[config.mk]
export PLATFORM = sky130hd
export DESIGN_NAME = lsu_ctrl_flat
export DESIGN_NICKNAME = d
export VERILOG_FILES = /design/src/rtl/lsu_ctrl_if.sv /design/src/rtl/lsu_ctrl.sv /design/src/flat_wrapper.sv
export SDC_FILE = /design/constraint.sdc
export NUM_CORES = 1
export LEC_CHECK = 0
export CORE_MARGIN = 2
export CORE_UTILIZATION = 40
export DETAILED_ROUTE_END_ITERATION = 10
export PLACE_DENSITY = 0.8
export SLEW_MARGIN = 10
export SYNTH_ARGS = -nofsm -noshare
export SYNTH_HDL_FRONTEND = slang
export SYNTH_SLANG_ARGS = --single-unit
[constraint.sdc]
create_clock -name clock -period 2.66 [get_ports clock]
set_input_delay 0.798 -clock clock [delete_from_list [all_inputs] [get_ports clock]]
set_output_delay 0.798 -clock clock [all_outputs]
set_load 0.03 [all_outputs]
[src/rtl/lsu_ctrl_if.sv]
// Data-memory request/response channel between the LSU and the bus.
// The master drives requests; the slave returns one response per request.
interface lsu_ctrl_if;
  logic        req_valid;
  logic        req_ready;
  logic        req_write;
  logic [31:0] req_addr;
  logic [3:0]  req_wstrb;
  logic [31:0] req_wdata;
  logic        resp_valid;
  logic [31:0] resp_rdata;
  logic        resp_error;

  modport master (
    output req_valid, req_write, req_addr, req_wstrb, req_wdata,
    input  req_ready, resp_valid, resp_rdata, resp_error
  );

  modport slave (
    input  req_valid, req_write, req_addr, req_wstrb, req_wdata,
    output req_ready, resp_valid, resp_rdata, resp_error
  );
endinterface

[src/rtl/lsu_ctrl.sv]
// Load/store stage: issues one data-memory transaction per op,
// formats load data and reports bus access faults to writeback.
module lsu_ctrl #(
  parameter int XLEN = 32
) (
  input  logic            clock,
  input  logic            reset,
  input  logic            op_valid,
  input  logic            op_load,
  input  logic            op_store,
  input  logic [2:0]      op_size,
  input  logic [XLEN-1:0] op_addr,
  input  logic [3:0]      op_ben,
  input  logic [XLEN-1:0] op_sdata,
  input  logic            flush,
  lsu_ctrl_if.master      bus,
  output logic            stall,
  output logic            done,
  output logic [XLEN-1:0] ldata,
  output logic            exception,
  output logic [3:0]      ecause,
  output logic [XLEN-1:0] etval
);

  typedef enum logic [1:0] {
    IDLE,
    REQ,
    RESP
  } state_t;

  state_t state, state_nx;

  logic            accept;
  logic            complete;
  logic            kill;
  logic            kill_now;
  logic [XLEN-1:0] addr_q;
  logic [3:0]      ben_q;
  logic [2:0]      size_q;
  logic            store_q;
  logic [XLEN-1:0] wdata_q;
  logic [XLEN-1:0] wdata_fmt;
  logic [XLEN-1:0] ldata_fmt;
  logic [7:0]      lb;
  logic [15:0]     lh;

  always_ff @(posedge clock or negedge reset) begin
    if (!reset) state <= IDLE;
    else        state <= state_nx;
  end

  always_comb begin
    state_nx      = state;
    accept        = 1'b0;
    complete      = 1'b0;
    stall         = 1'b0;
    bus.req_valid = 1'b0;
    unique case (state)
      IDLE: begin
        if (op_valid && (op_load || op_store) && !flush) begin
          accept   = 1'b1;
          stall    = 1'b1;
          state_nx = REQ;
        end
      end
      REQ: begin
        stall         = 1'b1;
        bus.req_valid = 1'b1;
        if (bus.req_ready) state_nx = RESP;
      end
      RESP: begin
        stall = 1'b1;
        if (bus.resp_valid) begin
          complete = 1'b1;
          state_nx = IDLE;
        end
      end
      default: state_nx = IDLE;
    endcase
  end

  assign bus.req_write = bus.req_valid & store_q;
  assign bus.req_addr  = bus.req_valid ? {addr_q[XLEN-1:2], 2'b00} : '0;
  assign bus.req_wstrb = (bus.req_valid && store_q) ? ben_q : 4'b0;
  assign bus.req_wdata = (bus.req_valid && store_q) ? wdata_q : '0;

  always_comb begin
    wdata_fmt = op_sdata;
    unique case (op_size[1:0])
      2'd0:    wdata_fmt = {4{op_sdata[7:0]}};
      2'd1:    wdata_fmt = {2{op_sdata[15:0]}};
      default: wdata_fmt = op_sdata;
    endcase
  end

  assign lb = bus.resp_rdata[{addr_q[1:0], 3'b000} +: 8];
  assign lh = addr_q[1] ? bus.resp_rdata[31:16] : bus.resp_rdata[15:0];

  always_comb begin
    ldata_fmt = bus.resp_rdata;
    unique case (size_q)
      3'd0:    ldata_fmt = {{24{lb[7]}}, lb};
      3'd1:    ldata_fmt = {{16{lh[15]}}, lh};
      3'd4:    ldata_fmt = {24'b0, lb};
      3'd5:    ldata_fmt = {16'b0, lh};
      default: ldata_fmt = bus.resp_rdata;
    endcase
    if (store_q || bus.resp_error) ldata_fmt = '0;
  end

  // A flush landing in the response cycle itself still kills the result.
  assign kill_now = kill | flush;

  always_ff @(posedge clock or negedge reset) begin
    if (!reset) begin
      addr_q  <= '0;
      ben_q   <= '0;
      size_q  <= '0;
      store_q <= 1'b0;
      wdata_q <= '0;
    end else if (accept) begin
      addr_q  <= op_addr;
      ben_q   <= op_ben;
      size_q  <= op_size;
      store_q <= op_store;
      wdata_q <= wdata_fmt;
    end
  end

  always_ff @(posedge clock or negedge reset) begin
    if (!reset) begin
      kill      <= 1'b0;
      done      <= 1'b0;
      ldata     <= '0;
      exception <= 1'b0;
      ecause    <= '0;
      etval     <= '0;
    end else begin
      done <= complete & ~kill_now;
      if (complete) kill <= 1'b0;
      else if (state != IDLE && flush) kill <= 1'b1;
      if (complete && !kill_now) begin
        ldata     <= ldata_fmt;
        exception <= bus.resp_error;
        ecause    <= bus.resp_error ? (store_q ? 4'd7 : 4'd5) : 4'd0;
        etval     <= bus.resp_error ? addr_q : '0;
      end
    end
  end

endmodule
[src/flat_wrapper.sv]
// flat-port wrapper written by rule: the top's interface ports become plain ports
module lsu_ctrl_flat 
#(
  parameter int XLEN = 32
)
  (clock, reset, op_valid, op_load, op_store, op_size, op_addr, op_ben, op_sdata, flush, stall, done, ldata, exception, ecause, etval, bus_req_valid, bus_req_write, bus_req_addr, bus_req_wstrb, bus_req_wdata, bus_req_ready, bus_resp_valid, bus_resp_rdata, bus_resp_error);
  lsu_ctrl_if bus_i ();
  input  logic clock;
  input  logic reset;
  input  logic op_valid;
  input  logic op_load;
  input  logic op_store;
  input  logic [2:0] op_size;
  input  logic [XLEN-1:0] op_addr;
  input  logic [3:0] op_ben;
  input  logic [XLEN-1:0] op_sdata;
  input  logic flush;
  output logic stall;
  output logic done;
  output logic [XLEN-1:0] ldata;
  output logic exception;
  output logic [3:0] ecause;
  output logic [XLEN-1:0] etval;
  output wire logic [$bits(bus_i.req_valid)-1:0] bus_req_valid;
  output wire logic [$bits(bus_i.req_write)-1:0] bus_req_write;
  output wire logic [$bits(bus_i.req_addr)-1:0] bus_req_addr;
  output wire logic [$bits(bus_i.req_wstrb)-1:0] bus_req_wstrb;
  output wire logic [$bits(bus_i.req_wdata)-1:0] bus_req_wdata;
  input wire logic [$bits(bus_i.req_ready)-1:0] bus_req_ready;
  input wire logic [$bits(bus_i.resp_valid)-1:0] bus_resp_valid;
  input wire logic [$bits(bus_i.resp_rdata)-1:0] bus_resp_rdata;
  input wire logic [$bits(bus_i.resp_error)-1:0] bus_resp_error;
  assign bus_req_valid = bus_i.req_valid;
  assign bus_req_write = bus_i.req_write;
  assign bus_req_addr = bus_i.req_addr;
  assign bus_req_wstrb = bus_i.req_wstrb;
  assign bus_req_wdata = bus_i.req_wdata;
  assign bus_i.req_ready = bus_req_ready;
  assign bus_i.resp_valid = bus_resp_valid;
  assign bus_i.resp_rdata = bus_resp_rdata;
  assign bus_i.resp_error = bus_resp_error;
  lsu_ctrl #(.XLEN(XLEN)) u_core (.clock(clock), .reset(reset), .op_valid(op_valid), .op_load(op_load), .op_store(op_store), .op_size(op_size), .op_addr(op_addr), .op_ben(op_ben), .op_sdata(op_sdata), .flush(flush), .bus(bus_i), .stall(stall), .done(done), .ldata(ldata), .exception(exception), .ecause(ecause), .etval(etval));
endmodule
Word level (Yosys, flattened, before mapping):

Cells that the tools add are included.

* input port bits: 112
* register bits after elaboration: 145
* output and inout bits: 141

* bitwise operators: 4
* reductions and logical operators: 16
* mux-type cells: 22
* equal/unequal tests: 9
* shift operators: 1

Operators with widths (number)
* $mux 32: 4
* $pmux 32 s4: 1
* $pmux 32 s2: 1
* $shiftx 32x6->8: 1
* $mux 16: 1
* $mux 2: 4
* $mux 4: 2
* $mux 1: 7
* $eq 3x3->1 const B: 2
* $pmux 2 s3: 1
* $logic_and 1x1->1: 5
* $eq 2x1->1 const B: 2
* $logic_not 2->1: 2
* $ne 2x2->1 const B: 2
* $reduce_bool 2->1: 2
* $eq 3x1->1 const B: 1
* $logic_not 3->1: 1
* $reduce_and 3->1: 1
* $and 1x1->1: 2
* $eq 2x2->1 const B: 1
* $logic_not 1->1: 2
* $logic_or 1x1->1: 2
* $ne 2x1->1 const B: 1
* $pmux 1 s2: 1
* other kinds (3): 3

Logic depth before layout (Yosys ltp):

* word-level depth: 5
* mapped depth: 8

Worst setup path after synthesis:

Ideal clock, no wire load.

* kind: input -> output
* start: in flush
* end: out stall
* data required time: 1.862 ns
* slack: -0.216 ns
* cell stages on the path: 5
* path buffers: 2
* arrival time: 2.078 ns
* cells stage by stage: inv_1 -> o2111ai_1 -> clkbuf_1 -> clkbuf_1 -> a21oi_1

* word-level cells in the longest chain between the ends: 4

Ends and longest elaborated chain
* start, declared: RTL line flat_wrapper.sv:17 `input logic flush;`
* $logic_not 1->1: RTL line lsu_ctrl.sv:60 `if (op_valid && (op_load || op_store) && !flush) begin`
* $logic_and 1x1->1: RTL line lsu_ctrl.sv:60
* $mux 1: RTL line lsu_ctrl.sv:60
* $pmux 1 s2: RTL line lsu_ctrl.sv:58 `unique case (state)`
* end, declared: RTL line flat_wrapper.sv:18 `output logic stall;`

Every way passes these cells.

Worst setup path after layout:

Ends and elaborated chain as after synthesis.

==> results.yml <==
global_route:
  gr-usage-all-layers_pct: 21.9
  grt_start_max_net_pins: 102
  grt_pass1_wl_um: 30300
  grt_overflow: 0
  antenna_found_initial: 0
  grt_pass1_vias: 5701
cells_and_area:
  drive_gt1_share_pct: 20.7
  multi_input_area_sq_mm: 0.00290
  n_antenna_cell: 0
  regArea_sq_mm: 0.00355
  area_delta_synth_final_pct: 49.9
  layout.cells.non_filler: 1119
  final_common_cell: "clkdlybuf4s50_1"
  layout_common_cells: "178 x clkdlybuf4s50_1, 142 x dfrtp_1, 110 x nand2_1, 85 x buf_4, 60 x o21ai_0"
  fin_nets: 1005
  finish.instance_area_sq_mm: 0.0100
  fillers: 1351
power:
  power.switching_w: 0.00475
  cellPowerDensity_mw_per_mm2: 1170
  p_seq_share_pct: 32.4
  p_int_w: 0.00694
  p_clk_share_pct: 19.9
  leakage_nw: 4.61
  combPwrFrac_pct: 47.7
  ir_drop_v: 0.000591
  swShare_pct: 40.6
clocking:
  cts_sinks: 142
  cts_tree: "done"
  cts_buffers: 17
  ctsHoldBuffers: 0
  cts_buffer_depth: 2
  path_clk_slew_ps: 60
  clockRootBuffer: "clkbuf_16"
  cts_htree_levels: 4
  insertion_delay_ps: 420
drt:
  routed_wl_um: 19400
  drtIter0Drc: 326
  vias_per_cell: 5.18
  drcViolationCount: 0
  antenna_left: 0
  wl_per_cell_um: 17.3
  drt-pass1-iter-count: 5
  via_count: 5801
critical_path:
  rrSetupSlack_ps: 400
  crit_path_end_kind: "output port"
  worstRegToRegCells: 7
  r2r-start: "u_core.state[0]$_DFFE_PN0P_"
  critPathLaunch: "flush"
  cp.arrival_ps: 1830
  r2r_end: "u_core.ldata[7]$_DFFE_PN0P_"
  crit_required_ps: 1860
  critical_path.max_fanout: 3
  crit_end: "stall"
  worstSetupPathType: "primary input to output port"
  crit_path_start_kind: "primary input"
logic_synthesis:
  ys.flop_type: "dfrtp_1"
  synth-seq-cells: 142
  synthArstFlopShare_pct: 100
  yosys_warnings: 0
  synth_edf_count: 0
  syn_area_sq_mm: 0.00668
  ys_seq_area_share_pct: 53.2
  synthCells: 641
  synthDistinctLibCells: 40
  syn_area_per_cell_sq_um: 10.4
floorplan:
  die_area_sq_mm: 0.0177
  die_h_um: 133
  start_util_pct: 40.5
  core_area_sq_mm: 0.0165
  rows: 47
  die_x_um: 133
  io_pins: 253
placed_design:
  place_inst: 1087
  dp_hpwl_um: 14000
  gp_congestion: 0.861
  dp_slack_ps: -123
  io_buffers: 249
  dpl-instance-area_sq_mm: 0.00941
sta:
  period_needed_ps: 2630
  slew_headroom_pct: 44.4
  setup_ws_ps: 28.5
  hold_viol: 0
  maxSlewViolCount: 0
  clock_skew_ps: 11.4
  worst_pin_slew_ps: 832
  whs_ps: 274
  setup_violations: 0
  rsz0062_at_grt: "no"
  finalCritPeriodShare_pct: 98.9
  fmax_mhz: 380
  tns_ps: 0
job:
  drv_cap: 0
outcome:
  run_status: "completed"
min_path:
  worstHoldPathType: "primary input to asynchronous set/reset pin"
## power groups by stage
stage	clock network (W)	logic, W	registers [W]
detailed placement	0	0.00557	0.00381
global route	0.00246	0.00594	0.00391
CTS	0.00237	0.00561	0.00379
finish	0.00232	0.00558	0.00379
global placement	0	0.00548	0.00377
floorplan	0	0.00252	0.00449
## synthesized netlist by cell type (6+ instances only)
master    number  area (sq um)
o21ai_1        9          45.0
a21oi_1       18          90.1
buf_4          6          45.0
and3_1        36           225
clkbuf_1      43           161
o21ai_0       60           300
nor2_1        18          67.6
nand2_1      110           413
a221o_1       17           170
and2_1        31           194
mux2i_1       25           250
mux2_2        51           574
dfrtp_1      142          3550
inv_1         15          56.3
o211ai_1      13          97.6
ha_1           6          75.1
## metal layers
metal,global-route usage (%),vias to the layer above,part of all wire [%]
li1,-,2728,-
met4,8.10,0,2.1
met1,27.7,2793,41
met5,0,-,0
met2,35.8,246,49
met3,6.47,34,7.8
## what timing repair did
item / 4_1_cts / 5_1_grt
resized for setup: 2 / 1
hold endpoints to repair: 0 / 0
setup endpoints to repair: 57 / 57
setup buffers: 0 / 1
## through the flow
step / utilization, % / total power, W
2_1_floorplan: - / 0.00701
3_3_place_gp: 57.2 / 0.00925
3_5_place_dp: 57.2 / 0.00938
4_1_cts: 60.7 / 0.0118
5_1_grt: 60.8 / 0.0123
6_report: 60.8 / 0.0117
## state kept, by name (all words and copies together) (netlist names)
name	cells
u_core.kill	1
u_core.wdata_q	32
u_core.ecause	2
u_core.done	1
u_core.size_q	3
u_core.state	2
u_core.ldata	32
u_core.ben_q	4
u_core.addr_q	32
u_core.etval	32
u_core.store_q	1
## how the worst min path moves through the flow
stage                                      to  cells after the start  slack, ps                           start
2_1_floorplan  u_core.wdata_q[10]$_DFFE_PN0P_                      2        440  u_core.wdata_q[10]$_DFFE_PN0P_
3_3_place_gp   u_core.wdata_q[16]$_DFFE_PN0P_                      2        460  u_core.wdata_q[16]$_DFFE_PN0P_
3_5_place_dp   u_core.wdata_q[16]$_DFFE_PN0P_                      2        460  u_core.wdata_q[16]$_DFFE_PN0P_
4_1_cts          u_core.etval[13]$_DFFE_PN0P_                      1        270                           reset
5_1_grt          u_core.etval[15]$_DFFE_PN0P_                      1        280                           reset
6_report         u_core.etval[15]$_DFFE_PN0P_                      1        270                           reset
## logic make-up after synthesis
family | Yosys count | synth area share, %
other | 1 | 0.0562
adder cells (fa/ha/maj) | 6 | 1.12
AO/OA/AOI/OAI | 137 | 13.5
flip-flops | 142 | 53.2
multiplexers | 77 | 12.7
AND/OR/NAND/NOR | 212 | 15.3
buffers and inverters | 66 | 4.16
## worst max-delay path: stages
cell and delay [ps]:
clkdlybuf4s50_1 450, inv_1 130, o2111ai_4 140, a21oi_2 160, buf_4 160
## area by class of cell
cell class	count	share of cell area, %
clock inverters	12	1.36
multi-input cells	435	29.0
repair buffers	276	26.5
clock buffers	19	4.33
flip-flops and latches	142	35.5
well taps	220	2.75
inverters	15	0.563
No activity file was read; power rests on OpenSTA's default activity.
